### src/rtl/inst_encoder_pkg.sv
// ---------------------------------------------------------------------------
// enc_pkg: shared constants for the RV32I instruction encoder.
//   - alu_control codes, which match the core's decode stage
//   - opcode, funct3 and funct7 field values
//   - the canonical nop word
//   - enc_result_t, the result of one encode operation
// Optional build macro used by this block: ENC_IMM_CHECK_EN (see inst_encoder.sv).
// ---------------------------------------------------------------------------
package enc_pkg;

  // alu_control codes
  localparam logic [3:0] ALU_ADD = 4'b0010;
  localparam logic [3:0] ALU_SUB = 4'b0100;
  localparam logic [3:0] ALU_SLL = 4'b0001;
  localparam logic [3:0] ALU_SLT = 4'b0101;
  localparam logic [3:0] ALU_XOR = 4'b0110;
  localparam logic [3:0] ALU_NOP = 4'b1111;

  // opcodes
  localparam logic [6:0] OPC_R = 7'h33;
  localparam logic [6:0] OPC_I = 7'h13;

  // funct3 values
  localparam logic [2:0] F3_ADD  = 3'b000;
  localparam logic [2:0] F3_SLL  = 3'b001;
  localparam logic [2:0] F3_SLT  = 3'b010;
  localparam logic [2:0] F3_SLTU = 3'b011;
  localparam logic [2:0] F3_XOR  = 3'b100;

  // funct7 values
  localparam logic [6:0] F7_ZERO = 7'h00;
  localparam logic [6:0] F7_SUB  = 7'h20;

  localparam logic [31:0] NOP_WORD = 32'h0000_0013;

  typedef struct packed {
    logic        illegal;
    logic [31:0] word;
  } enc_result_t;

endpackage

### src/rtl/inst_encoder_if.sv
// ---------------------------------------------------------------------------
// inst_encoder_if: descriptor-in / word-out bus of inst_encoder.
//   Producer side : in_valid, alu_control, is_unsigned, is_imm,
//                   rd_num, rs1_num, rs2_num, immSmall  -> in_ready
//   Consumer side : out_valid, inst, inst_addr, err     <- out_ready
// modport master : the bench or system that feeds and drains the encoder
// modport slave  : the encoder itself
// ---------------------------------------------------------------------------
interface inst_encoder_if;
  logic        in_valid;
  logic        in_ready;
  logic [3:0]  alu_control;
  logic        is_unsigned;
  logic        is_imm;
  logic [4:0]  rd_num;
  logic [4:0]  rs1_num;
  logic [4:0]  rs2_num;
  logic [31:0] immSmall;
  logic        out_valid;
  logic        out_ready;
  logic [31:0] inst;
  logic [31:0] inst_addr;
  logic        err;

  modport master (
    output in_valid, alu_control, is_unsigned, is_imm,
           rd_num, rs1_num, rs2_num, immSmall, out_ready,
    input  in_ready, out_valid, inst, inst_addr, err
  );

  modport slave (
    input  in_valid, alu_control, is_unsigned, is_imm,
           rd_num, rs1_num, rs2_num, immSmall, out_ready,
    output in_ready, out_valid, inst, inst_addr, err
  );
endinterface

### src/rtl/inst_encoder_fifo.sv
// ---------------------------------------------------------------------------
// enc_fifo: small synchronous FIFO that holds the {addr, inst} pairs.
//   clk, rst_n   : clock and asynchronous active-low reset
//   flush        : synchronous empty (the contents are kept but ignored)
//   push, push_data
//   pop          : the head entry is removed when pop && !empty
//   head         : the head entry, read straight from the storage registers
//   full, empty, count
// The storage resets to RESET_VAL. The head therefore shows a defined
// word and address while the FIFO is empty after reset.
// DEPTH must be a power of two so that the pointers wrap on their own.
// ---------------------------------------------------------------------------
module enc_fifo #(
  parameter int               WIDTH     = 64,
  parameter int               DEPTH     = 4,
  parameter logic [WIDTH-1:0] RESET_VAL = '0
) (
  input  logic                     clk,
  input  logic                     rst_n,
  input  logic                     flush,
  input  logic                     push,
  input  logic [WIDTH-1:0]         push_data,
  input  logic                     pop,
  output logic [WIDTH-1:0]         head,
  output logic                     full,
  output logic                     empty,
  output logic [$clog2(DEPTH):0]   count
);
  localparam int PW = $clog2(DEPTH);

  logic [WIDTH-1:0] mem_q [DEPTH];
  logic [PW-1:0]    wr_ptr_q;
  logic [PW-1:0]    rd_ptr_q;
  logic [PW:0]      count_q;
  logic             push_ok;
  logic             pop_ok;

  assign full    = (count_q == (PW+1)'(DEPTH));
  assign empty   = (count_q == '0);
  assign count   = count_q;
  assign head    = mem_q[rd_ptr_q];
  assign push_ok = push && !full && !flush;
  assign pop_ok  = pop && !empty && !flush;

  always_ff @(posedge clk or negedge rst_n) begin
    if (!rst_n) begin
      for (int i = 0; i < DEPTH; i++) mem_q[i] <= RESET_VAL;
      wr_ptr_q <= '0;
      rd_ptr_q <= '0;
      count_q  <= '0;
    end else if (flush) begin
      wr_ptr_q <= '0;
      rd_ptr_q <= '0;
      count_q  <= '0;
    end else begin
      if (push_ok) begin
        mem_q[wr_ptr_q] <= push_data;
        wr_ptr_q        <= wr_ptr_q + PW'(1);
      end
      if (pop_ok) rd_ptr_q <= rd_ptr_q + PW'(1);
      // A simultaneous push and pop leave the occupancy unchanged.
      case ({push_ok, pop_ok})
        2'b10:   count_q <= count_q + (PW+1)'(1);
        2'b01:   count_q <= count_q - (PW+1)'(1);
        default: count_q <= count_q;
      endcase
    end
  end
endmodule

### src/rtl/inst_encoder.sv
// ---------------------------------------------------------------------------
// inst_encoder: turns ALU operation descriptors into RV32I machine words.
// Each word is tagged with a sequential instruction address.
//   clk, rst_n : clock and asynchronous active-low reset
//   restart    : synchronous flush of the FIFO and the encode stage; it also
//                reloads the address counter with BASE_ADDR
//   bus        : inst_encoder_if.slave (descriptor in, word/address/err out)
// Pipeline: a one-cycle encode stage register feeds an enc_fifo of DEPTH
// entries. An illegal descriptor is dropped when it leaves the stage, and err
// pulses for one cycle.
// Build macro ENC_IMM_CHECK_EN: when it is defined, an immediate that does not
// fit its field makes the descriptor illegal. When it is undefined, the
// immediate is truncated to fit.
// ---------------------------------------------------------------------------
module inst_encoder
  import enc_pkg::*;
#(
  parameter logic [31:0] BASE_ADDR = 32'h0000_0000,
  parameter int          DEPTH     = 4
) (
  input  logic          clk,
  input  logic          rst_n,
  input  logic          restart,
  inst_encoder_if.slave bus
);
  localparam int CW = $clog2(DEPTH) + 1;

  logic          ready_en_q;
  logic          stage_valid_q;
  logic          stage_illegal_q;
  logic [31:0]   stage_word_q;
  logic [31:0]   addr_q;
  logic          err_q;

  logic [CW-1:0] fifo_count;
  logic [CW-1:0] occ;
  logic          fifo_full;
  logic          fifo_empty;
  logic [63:0]   fifo_head;
  logic          in_ready;
  logic          accept;
  logic          push;
  logic          pop;
  enc_result_t   enc;

  function automatic enc_result_t encode(
    input logic [3:0]  code,
    input logic        uns,
    input logic        imm,
    input logic [4:0]  rd,
    input logic [4:0]  rs1,
    input logic [4:0]  rs2,
    input logic [31:0] immv
  );
    enc_result_t r;
    logic        imm12_ok;
    logic        shamt_ok;
    logic [2:0]  f3_slt;
    r.illegal = 1'b0;
    r.word    = NOP_WORD;
`ifdef ENC_IMM_CHECK_EN
    // The value lies in -2048..2047 exactly when bits 31..11 are all equal.
    imm12_ok = (immv[31:11] == '0) || (immv[31:11] == '1);
    shamt_ok = (immv[31:5] == '0);
`else
    imm12_ok = 1'b1;
    shamt_ok = 1'b1;
`endif
    f3_slt = uns ? F3_SLTU : F3_SLT;
    case (code)
      ALU_NOP: r.word = NOP_WORD;
      ALU_ADD: begin
        if (imm) begin
          r.word    = {immv[11:0], rs1, F3_ADD, rd, OPC_I};
          r.illegal = !imm12_ok;
        end else begin
          r.word = {F7_ZERO, rs2, rs1, F3_ADD, rd, OPC_R};
        end
      end
      ALU_SUB: begin
        if (imm) r.illegal = 1'b1;
        else     r.word    = {F7_SUB, rs2, rs1, F3_ADD, rd, OPC_R};
      end
      ALU_SLL: begin
        if (imm) begin
          r.word    = {7'b0, immv[4:0], rs1, F3_SLL, rd, OPC_I};
          r.illegal = !shamt_ok;
        end else begin
          r.word = {F7_ZERO, rs2, rs1, F3_SLL, rd, OPC_R};
        end
      end
      ALU_SLT: begin
        if (imm) begin
          r.word    = {immv[11:0], rs1, f3_slt, rd, OPC_I};
          r.illegal = !imm12_ok;
        end else begin
          r.word = {F7_ZERO, rs2, rs1, f3_slt, rd, OPC_R};
        end
      end
      ALU_XOR: begin
        if (imm) r.illegal = 1'b1;
        else     r.word    = {F7_ZERO, rs2, rs1, F3_XOR, rd, OPC_R};
      end
      default: r.illegal = 1'b1;
    endcase
    // nop is legal whatever its other fields are; only slt has an unsigned form.
    if (uns && (code != ALU_SLT) && (code != ALU_NOP)) r.illegal = 1'b1;
    return r;
  endfunction

  assign enc = encode(bus.alu_control, bus.is_unsigned, bus.is_imm,
                      bus.rd_num, bus.rs1_num, bus.rs2_num, bus.immSmall);

  // The word held in the stage is counted as occupancy, so the stage always
  // has a free FIFO slot. out_ready does not enter this path.
  assign occ      = fifo_count + CW'(stage_valid_q);
  assign in_ready = ready_en_q && !restart && (occ < CW'(DEPTH));
  assign accept   = bus.in_valid && in_ready;
  assign push     = stage_valid_q && !stage_illegal_q && !restart && !fifo_full;
  assign pop      = bus.out_ready && !fifo_empty;

  always_ff @(posedge clk or negedge rst_n) begin
    if (!rst_n) begin
      ready_en_q      <= 1'b0;
      stage_valid_q   <= 1'b0;
      stage_illegal_q <= 1'b0;
      stage_word_q    <= '0;
      addr_q          <= BASE_ADDR;
      err_q           <= 1'b0;
    end else begin
      ready_en_q <= 1'b1;
      // A descriptor flushed by restart raises no err.
      err_q      <= stage_valid_q && stage_illegal_q && !restart;
      if (restart) begin
        stage_valid_q <= 1'b0;
        addr_q        <= BASE_ADDR;
      end else begin
        stage_valid_q <= accept;
        if (accept) begin
          stage_illegal_q <= enc.illegal;
          stage_word_q    <= enc.word;
        end
        if (push) addr_q <= addr_q + 32'd4;
      end
    end
  end

  enc_fifo #(
    .WIDTH     (64),
    .DEPTH     (DEPTH),
    .RESET_VAL ({BASE_ADDR, 32'h0})
  ) u_fifo (
    .clk       (clk),
    .rst_n     (rst_n),
    .flush     (restart),
    .push      (push),
    .push_data ({addr_q, stage_word_q}),
    .pop       (pop),
    .head      (fifo_head),
    .full      (fifo_full),
    .empty     (fifo_empty),
    .count     (fifo_count)
  );

  assign bus.in_ready  = in_ready;
  assign bus.out_valid = !fifo_empty;
  assign bus.inst      = fifo_head[31:0];
  assign bus.inst_addr = fifo_head[63:32];
  assign bus.err       = err_q;
endmodule

### src/flat_wrapper.sv
// flat-port wrapper written by rule: the top's interface ports become plain ports
module inst_encoder_flat import enc_pkg::*;
#(
  parameter logic [31:0] BASE_ADDR = 32'h0000_0000,
  parameter int          DEPTH     = 4
)
  (clk, rst_n, restart, bus_in_valid, bus_alu_control, bus_is_unsigned, bus_is_imm, bus_rd_num, bus_rs1_num, bus_rs2_num, bus_immSmall, bus_out_ready, bus_in_ready, bus_out_valid, bus_inst, bus_inst_addr, bus_err);
  inst_encoder_if bus_i ();
  input  logic clk;
  input  logic rst_n;
  input  logic restart;
  input wire logic [$bits(bus_i.in_valid)-1:0] bus_in_valid;
  input wire logic [$bits(bus_i.alu_control)-1:0] bus_alu_control;
  input wire logic [$bits(bus_i.is_unsigned)-1:0] bus_is_unsigned;
  input wire logic [$bits(bus_i.is_imm)-1:0] bus_is_imm;
  input wire logic [$bits(bus_i.rd_num)-1:0] bus_rd_num;
  input wire logic [$bits(bus_i.rs1_num)-1:0] bus_rs1_num;
  input wire logic [$bits(bus_i.rs2_num)-1:0] bus_rs2_num;
  input wire logic [$bits(bus_i.immSmall)-1:0] bus_immSmall;
  input wire logic [$bits(bus_i.out_ready)-1:0] bus_out_ready;
  output wire logic [$bits(bus_i.in_ready)-1:0] bus_in_ready;
  output wire logic [$bits(bus_i.out_valid)-1:0] bus_out_valid;
  output wire logic [$bits(bus_i.inst)-1:0] bus_inst;
  output wire logic [$bits(bus_i.inst_addr)-1:0] bus_inst_addr;
  output wire logic [$bits(bus_i.err)-1:0] bus_err;
  assign bus_i.in_valid = bus_in_valid;
  assign bus_i.alu_control = bus_alu_control;
  assign bus_i.is_unsigned = bus_is_unsigned;
  assign bus_i.is_imm = bus_is_imm;
  assign bus_i.rd_num = bus_rd_num;
  assign bus_i.rs1_num = bus_rs1_num;
  assign bus_i.rs2_num = bus_rs2_num;
  assign bus_i.immSmall = bus_immSmall;
  assign bus_i.out_ready = bus_out_ready;
  assign bus_in_ready = bus_i.in_ready;
  assign bus_out_valid = bus_i.out_valid;
  assign bus_inst = bus_i.inst;
  assign bus_inst_addr = bus_i.inst_addr;
  assign bus_err = bus_i.err;
  inst_encoder #(.BASE_ADDR(BASE_ADDR), .DEPTH(DEPTH)) u_core (.clk(clk), .rst_n(rst_n), .restart(restart), .bus(bus_i));
endmodule
### config.mk
export PLATFORM = sky130hd
export DESIGN_NAME = inst_encoder_flat
export DESIGN_NICKNAME = d
export VERILOG_FILES = /design/src/rtl/inst_encoder_pkg.sv /design/src/rtl/inst_encoder_if.sv /design/src/rtl/inst_encoder_fifo.sv /design/src/rtl/inst_encoder.sv /design/src/flat_wrapper.sv
export SDC_FILE = /design/constraint.sdc
export NUM_CORES = 1
export LEC_CHECK = 0
export BUFFER_PORTS_ARGS = -buffer_cell sky130_fd_sc_hd__buf_2
export CAP_MARGIN = 15
export CORE_ASPECT_RATIO = 1.75
export CORE_MARGIN = 5
export CORE_UTILIZATION = 60
export CTS_CLUSTER_SIZE = 14
export DETAILED_ROUTE_END_ITERATION = 10
export PLACE_DENSITY = 0.91
export SYNTH_ARGS = -nofsm -noshare
export SYNTH_HDL_FRONTEND = slang
export SYNTH_SLANG_ARGS = --single-unit
### constraint.sdc
create_clock -name clk -period 3.8 [get_ports clk]
set_clock_uncertainty 0.1 [all_clocks]
set_input_delay 0.57 -clock clk [delete_from_list [all_inputs] [get_ports clk]]
set_output_delay 0.57 -clock clk [all_outputs]
set_load 0.02 [all_outputs]
# [After elaboration in Yosys (flattened, before gate mapping)]
# Cells that the tools add are included.
[word_totals] regBits=331 out_inout_bits=67
[classes] add_sub_neg=6 n_lt_le_gt_ge=4 n_eq_ne=11 n_mux=25 bitwise=3 reduce_logical=29
[ops] op="bitwise mux 256 bit" count=1
[ops] op="two-way mux 64 bit" count=3
[ops] op="one-hot mux 32 bit (5 select lines)" count=1
[ops] op="binary-select mux 64 bit (select 2 bit)" count=1
[ops] op="demux 64 bit (select 2 bit)" count=1
[ops] op="two-way mux 32 bit" count=4
[ops] op="two-way mux 25 bit" count=2
[ops] op="adder 32 x 3 -> 32 bit (second input constant)" count=1
[ops] op="two-way mux 31 bit" count=1
[ops] op="logical AND 1 bit" count=16
[ops] op="equality test 4 x 3 -> 1 bit (second input constant)" count=3
[ops] op="two-way mux 2 bit" count=4
[ops] op=">= comparator 3 bit (second input constant)" count=2
[ops] op="NOT 2 -> 3 bit" count=2
[ops] op="one-hot mux 3 bit (2 select lines)" count=1
[ops] op="nonzero test 2 bit" count=3
[ops] op="adder 2 x 1 -> 2 bit (second input constant)" count=2
[ops] op="equality test 4 x 1 -> 1 bit (second input constant)" count=1
[ops] op="equality test 4 x 2 -> 1 bit (second input constant)" count=1
[ops] op="equality test 4 bit (second input constant)" count=1
[ops] op="zero test 1 bit" count=4
[ops] op="two-way mux 1 bit" count=4
[ops] op="inequality test 4 x 3 -> 1 bit (second input constant)" count=1
[ops] op="inequality test 4 bit (second input constant)" count=1
[ops] op="other kinds (16)" count=17

# [Depth between registers and ports, before layout]
[logic_depth] word_depth=9 ltp_mapped=7 mapped_depth_nobuf=6

# [Cells and area by module]
# A second synthesis with hierarchy kept.
[hier_totals] cells_unflattened=977 hier_area_um2=15524.9
[modules_own_cells] mod="enc_fifo" instances=1 cells_each=682 area_each_um2=12523.3 seq_area_each_um2=6581.3
[modules_own_cells] mod="inst_encoder" instances=1 cells_each=295 area_each_um2=3001.6 seq_area_each_um2=1526.5

# [Least setup slack after synthesis]
# Ideal clock, no wire load.
[synth_path] path_kind="input port to flip-flop" from="input restart" to="register u_core.u_fifo.count_q[2], in the netlist u_core.u_fifo.count[2]" setup_time_ns=0.125 arrival_time_ns=2.194 required_ns=3.575 slack_ns=1.381 cell_stages=7 n_path_buf=3 path_cell_list="buf_6 -> clkbuf_1 -> buf_1 -> nor2_1 -> fa_1 -> mux2i_1 -> mux2_2"
[synth_between] elab_chain_len=8 elab_cells_between_ends=11 classes_between="eq/ne: 2; mux: 2; reduce/logical: 7"
[synth_rtl] element="start: declaration" line="flat_wrapper.sv:11" rtl="input logic restart;"
[synth_rtl] element="zero test 1 bit" line="inst_encoder_fifo.sv:42, inst_encoder_fifo.sv:43, inst_encoder.sv:119"
[synth_rtl] element="logical AND 1 bit (2 in series)" line="inst_encoder.sv:119" rtl="assign push = stage_valid_q && !stage_illegal_q && !restart && !fifo_full;"
[synth_rtl] element="logical AND 1 bit (2 in series)" line="inst_encoder_fifo.sv:42" rtl="assign push_ok = push && !full && !flush;"
[synth_rtl] element="equality test 2 x 1 -> 1 bit / equality test 2 bit (equally long branches)" line="inst_encoder_fifo.sv:62" rtl="case ({push_ok, pop_ok})"
[synth_rtl] element="one-hot mux 3 bit (2 select lines)" line="inst_encoder_fifo.sv:62"
[synth_rtl] element="two-way mux 3 bit" line="inst_encoder_fifo.sv:51" rtl="end else if (flush) begin"
[synth_rtl] element="end signal: assignment" line="inst_encoder_fifo.sv:63" rtl="2'b10: count_q <= count_q + (PW+1)'(1);"
[synth_rtl] element="end signal: assignment" line="inst_encoder_fifo.sv:64" rtl="2'b01: count_q <= count_q - (PW+1)'(1);"
[synth_rtl] element="end signal: assignment" line="inst_encoder_fifo.sv:65" rtl="default: count_q <= count_q;"
[synth_rtl] element="end: declaration" line="inst_encoder_fifo.sv:34" rtl="logic [PW:0] count_q;"
# Several ways; a longest one is shown, not always the timed one.
# A chain may end at the register's enable or synchronous reset.

# [Final worst setup path]
[layout_path] from="register u_core.u_fifo.rd_ptr_q[0]" to="output bus_inst_addr[3]"
[layout_between] elab_chain_len=4
[layout_rtl] element="start: declaration" line="inst_encoder_fifo.sv:33" rtl="logic [PW-1:0] rd_ptr_q;"
[layout_rtl] element="start signal: assignment" line="inst_encoder_fifo.sv:60" rtl="if (pop_ok) rd_ptr_q <= rd_ptr_q + PW'(1);"
[layout_rtl] element="NOT 2 -> 3 bit (implied by the code)" line="inst_encoder_fifo.sv:41" rtl="assign head = mem_q[rd_ptr_q];"
[layout_rtl] element="binary-select mux 64 bit (select 2 bit)" line="inst_encoder_fifo.sv:41"
[layout_rtl] element="two-way mux 64 bit (implied by the code) (2 in series)" line="inst_encoder_fifo.sv:41"
[layout_rtl] element="end: declaration" line="flat_wrapper.sv:24" rtl="output wire logic [$bits(bus_i.inst_addr)-1:0] bus_inst_addr;"
# Every way passes these cells. The select of a mux whose other input is x is not followed.

==> impl_metrics.env <==
export IMPL_start_util_pct=60.7
export IMPL_cts_setup_buffers=0
export IMPL_drtIter0Drc=669
export IMPL_wirelength_um=28100
export IMPL_vias=8062
export IMPL_hold_buffers=0
export IMPL_crit_type="flop to primary output"
export IMPL_seq_area_frac_synth_pct=55.3
export IMPL_grt_pass1_wl_um=46400
export IMPL_crit_chain="buf_4 > mux4_2 > buf_2"
export IMPL_hold_worst_slack_ns=-0.00732
export IMPL_tns_ns=0
export IMPL_violations="hold timing"
export IMPL_core_area_mm2=0.0221
export IMPL_slowest_delay_ns=0.66
export IMPL_arrival_ns=2.37
export IMPL_die_area_mm2=0.0255
export IMPL_cts_resized=0
export IMPL_ir_drop_v=0.000409
export IMPL_grt_usage_pct=22.8
export IMPL_fin_area_mm2=0.0149
export IMPL_rsz0062_at_grt="false"
export IMPL_grt_max_degree=114
export IMPL_worstHoldPathType="primary input to asynchronous set/reset pin"
export IMPL_antenna_found_initial=0
export IMPL_status="complete, but fails checks"
export IMPL_r2r_setup_slack_ns=1.33
export IMPL_p_leak_nw=7.35
export IMPL_worstMarginPinSlew_ns=1.02
export IMPL_clockBufferDepth=3
export IMPL_synth_most_common_cell="dfrtp_1"
export IMPL_cts_sinks=296
export IMPL_netlist_instances=899
export IMPL_gp_congestion=0.860
export IMPL_synth_edf_count=0
export IMPL_wl_per_cell_um=21.8
export IMPL_clock_fmax_ghz=0.329
export IMPL_dr_pass1_iters=8
export IMPL_dpl_hpwl_um=17900
export IMPL_overflow=0
export IMPL_antenna_cells=0
export IMPL_drive_above_1_share_pct=42.0
export IMPL_crit_start="u_core.u_fifo.rd_ptr_q[0]"
export IMPL_grt_pass1_vias=8888
export IMPL_die_width_um=123
export IMPL_cts_made_buffers=26
export IMPL_synth_common_cells="296 x dfrtp_1, 186 x mux2_2, 57 x mux4_2, 46 x mux2_1, 25 x buf_4"
export IMPL_setup_violations=0
export IMPL_yosysWarningCount=0
export IMPL_cts_clk_slew_worst_paths_ns=0.06
export IMPL_port_buffers=99
export IMPL_fillers=1433
export IMPL_cp_endpoint="bus_inst_addr[3]"
export IMPL_drc=0
export IMPL_end_kind="primary output"
export IMPL_synth_area_mm2=0.0134
export IMPL_avgSynthCellArea_um2=14.9
export IMPL_period_minus_slack_ns=3.04
export IMPL_synth_top_area_share_pct=55.3
export IMPL_clk_latency_ns=0.53
export IMPL_r2r_start="u_core.u_fifo.count[2]"
export IMPL_power_density_mw_per_mm2=467
export IMPL_h_tree_depth=1
export IMPL_synth_top_cell_by_area="dfrtp_1"
export IMPL_final_hold_viol_count=1
export IMPL_cap_violations=0
export IMPL_ys_async_sr_fraction_pct=100
export IMPL_placed_cell_area_mm2=0.0141
export IMPL_die_h_um=208
export IMPL_relSlewSlack_pct=32.3
export IMPL_nNetsFinal=1045
export IMPL_synth_area_leaders="dfrtp_1 55%, mux2_2 16%, mux4_2 9.6%"
export IMPL_reg2reg_to="u_core.u_fifo.mem_q[240]"
export IMPL_drv_slew=0
export IMPL_viasPerCell=6.25
export IMPL_worstPathMaxFanout=16
export IMPL_ys_types=59
export IMPL_fp_row_count=72
export IMPL_synth_flop_cell="dfrtp_1"
export IMPL_root_buffer="clkbuf_16"
export IMPL_synthToLayoutAreaGrowth_pct=11.2
export IMPL_io_pins=125
export IMPL_finalCritPeriodShare_pct=80.0
export IMPL_ys_seq_elements=296
export IMPL_total_power_mw=6.96
export IMPL_reg2reg_depth=5
export IMPL_worst_setup_path_start_kind="flop"
export IMPL_slowest_stage="dfrtp_4"
export IMPL_cts_tree="built"
export IMPL_detail_route_antenna_nets=0
export IMPL_required_ns=3.13
[routing by layer]
layer | track usage (%) | wire, um | vias to the layer above
met2 | 40.7 | 15500 | 258
met1 | 27.7 | 10300 | 4232
met3 | 2.89 | 1320 | 59
met5 | 0 | 0 | -
li1 | - | - | 3513
met4 | 8.93 | 1010 | 0
[where the power goes]
group	total, mW	leakage, nW	switching, mW	internal (mW)
clock network	2.50	0.389	1.09	1.41
logic	1.02	2.86	0.560	0.461
registers	3.44	4.10	0.166	3.27
[cells by family (layout without fill, tap and decap cells)]
| family | count (synthesis) | after routing | share of synthesized area, % |
|---|---|---|---|
| XOR/XNOR | 11 | 11 | 0.719 |
| other | 2 | 6 | 0.0561 |
| flip-flops | 296 | 296 | 55.3 |
| AO/OA/AOI/OAI | 78 | 78 | 4.20 |
| AND/OR/NAND/NOR | 136 | 136 | 6.32 |
| multiplexers | 295 | 295 | 29.6 |
| buffers and inverters | 75 | 166 | 3.21 |
| adder cells (fa/ha/maj) | 6 | 6 | 0.617 |
[stage by stage]
stage | instances | util, % | worst slack, ns
6_report | 1290 | 67.5 | 0.759
5_1_grt | 1290 | 67.5 | 0.663
4_1_cts | 1290 | 67.5 | 0.725
3_5_place_dp | 1249 | 63.9 | 1.07
3_3_place_gp | 1249 | 63.9 | 1.10
2_1_floorplan | 903 | - | 1.38
[flip-flops by register name, summed over array words and instances (netlist names)]
name / cells
u_core.stage_illegal_q: 1
u_core.stage_valid_q: 1
u_core.bus.err: 1
u_core.u_fifo.mem_q: 228
u_core.u_fifo.count: 3
u_core.addr_q: 30
u_core.u_fifo.rd_ptr_q: 2
u_core.ready_en_q: 1
u_core.u_fifo.wr_ptr_q: 2
u_core.stage_word_q: 27
[critical path, delay by kind of cell, from the launching register on]
kind / cells / cell delay [ns]
flops: 1 / 0.66
mux: 1 / 0.59
buf+inv: 2 / 0.59
[final cells by class]
type                            count  area, um2  share of cell area (%)
Sequential cell                   296       7410                    49.8
Multi-Input combinational cell    532       5590                    37.5
Clock buffer                       40        785                    5.27
Timing Repair Buffer              120        713                    4.79
Tap cell                          296        370                    2.49
Inverter                            5       18.8                   0.126
Clock inverter                      1       8.76                  0.0588
[worst min path at each step]
stage / from / end / slack (ns) / cells past startpoint
final: rst_n / u_core.u_fifo.mem_q[185] / -0.007 / 1
after global routing: rst_n / u_core.u_fifo.mem_q[185] / 0.08 / 1
after CTS: rst_n / u_core.u_fifo.mem_q[185] / 0.04 / 1
after detailed placement: u_core.u_fifo.mem_q[214] / u_core.u_fifo.mem_q[214] / 0.38 / 1
after global placement: u_core.u_fifo.mem_q[115] / u_core.u_fifo.mem_q[115] / 0.37 / 1
after floorplan: rst_n / u_core.addr_q[10] / 0.17 / 0
[placed cells by master (no fill, tap or decap), drive strengths merged, types with 2 or more instances in the layout]
master    n
nor2b     7
buf     120
ha        5
and4      6
conb      6
and2      7
nor3b     4
and3      5
nor3      8
nand4    14
nand2b    9
or4      12
nor4      4
dfrtp   296
nand3     9
nand3b    2
mux4     57
nand2    22
mux2    232
xnor2     4
a22o     18
xor2      7
or3       4
inv       6
o31ai    15
clkbuf   40
o21ai     9
a221o     5
mux2i     6
nor2     20
a21oi    21
No activity file was read; power rests on OpenSTA's default activity.
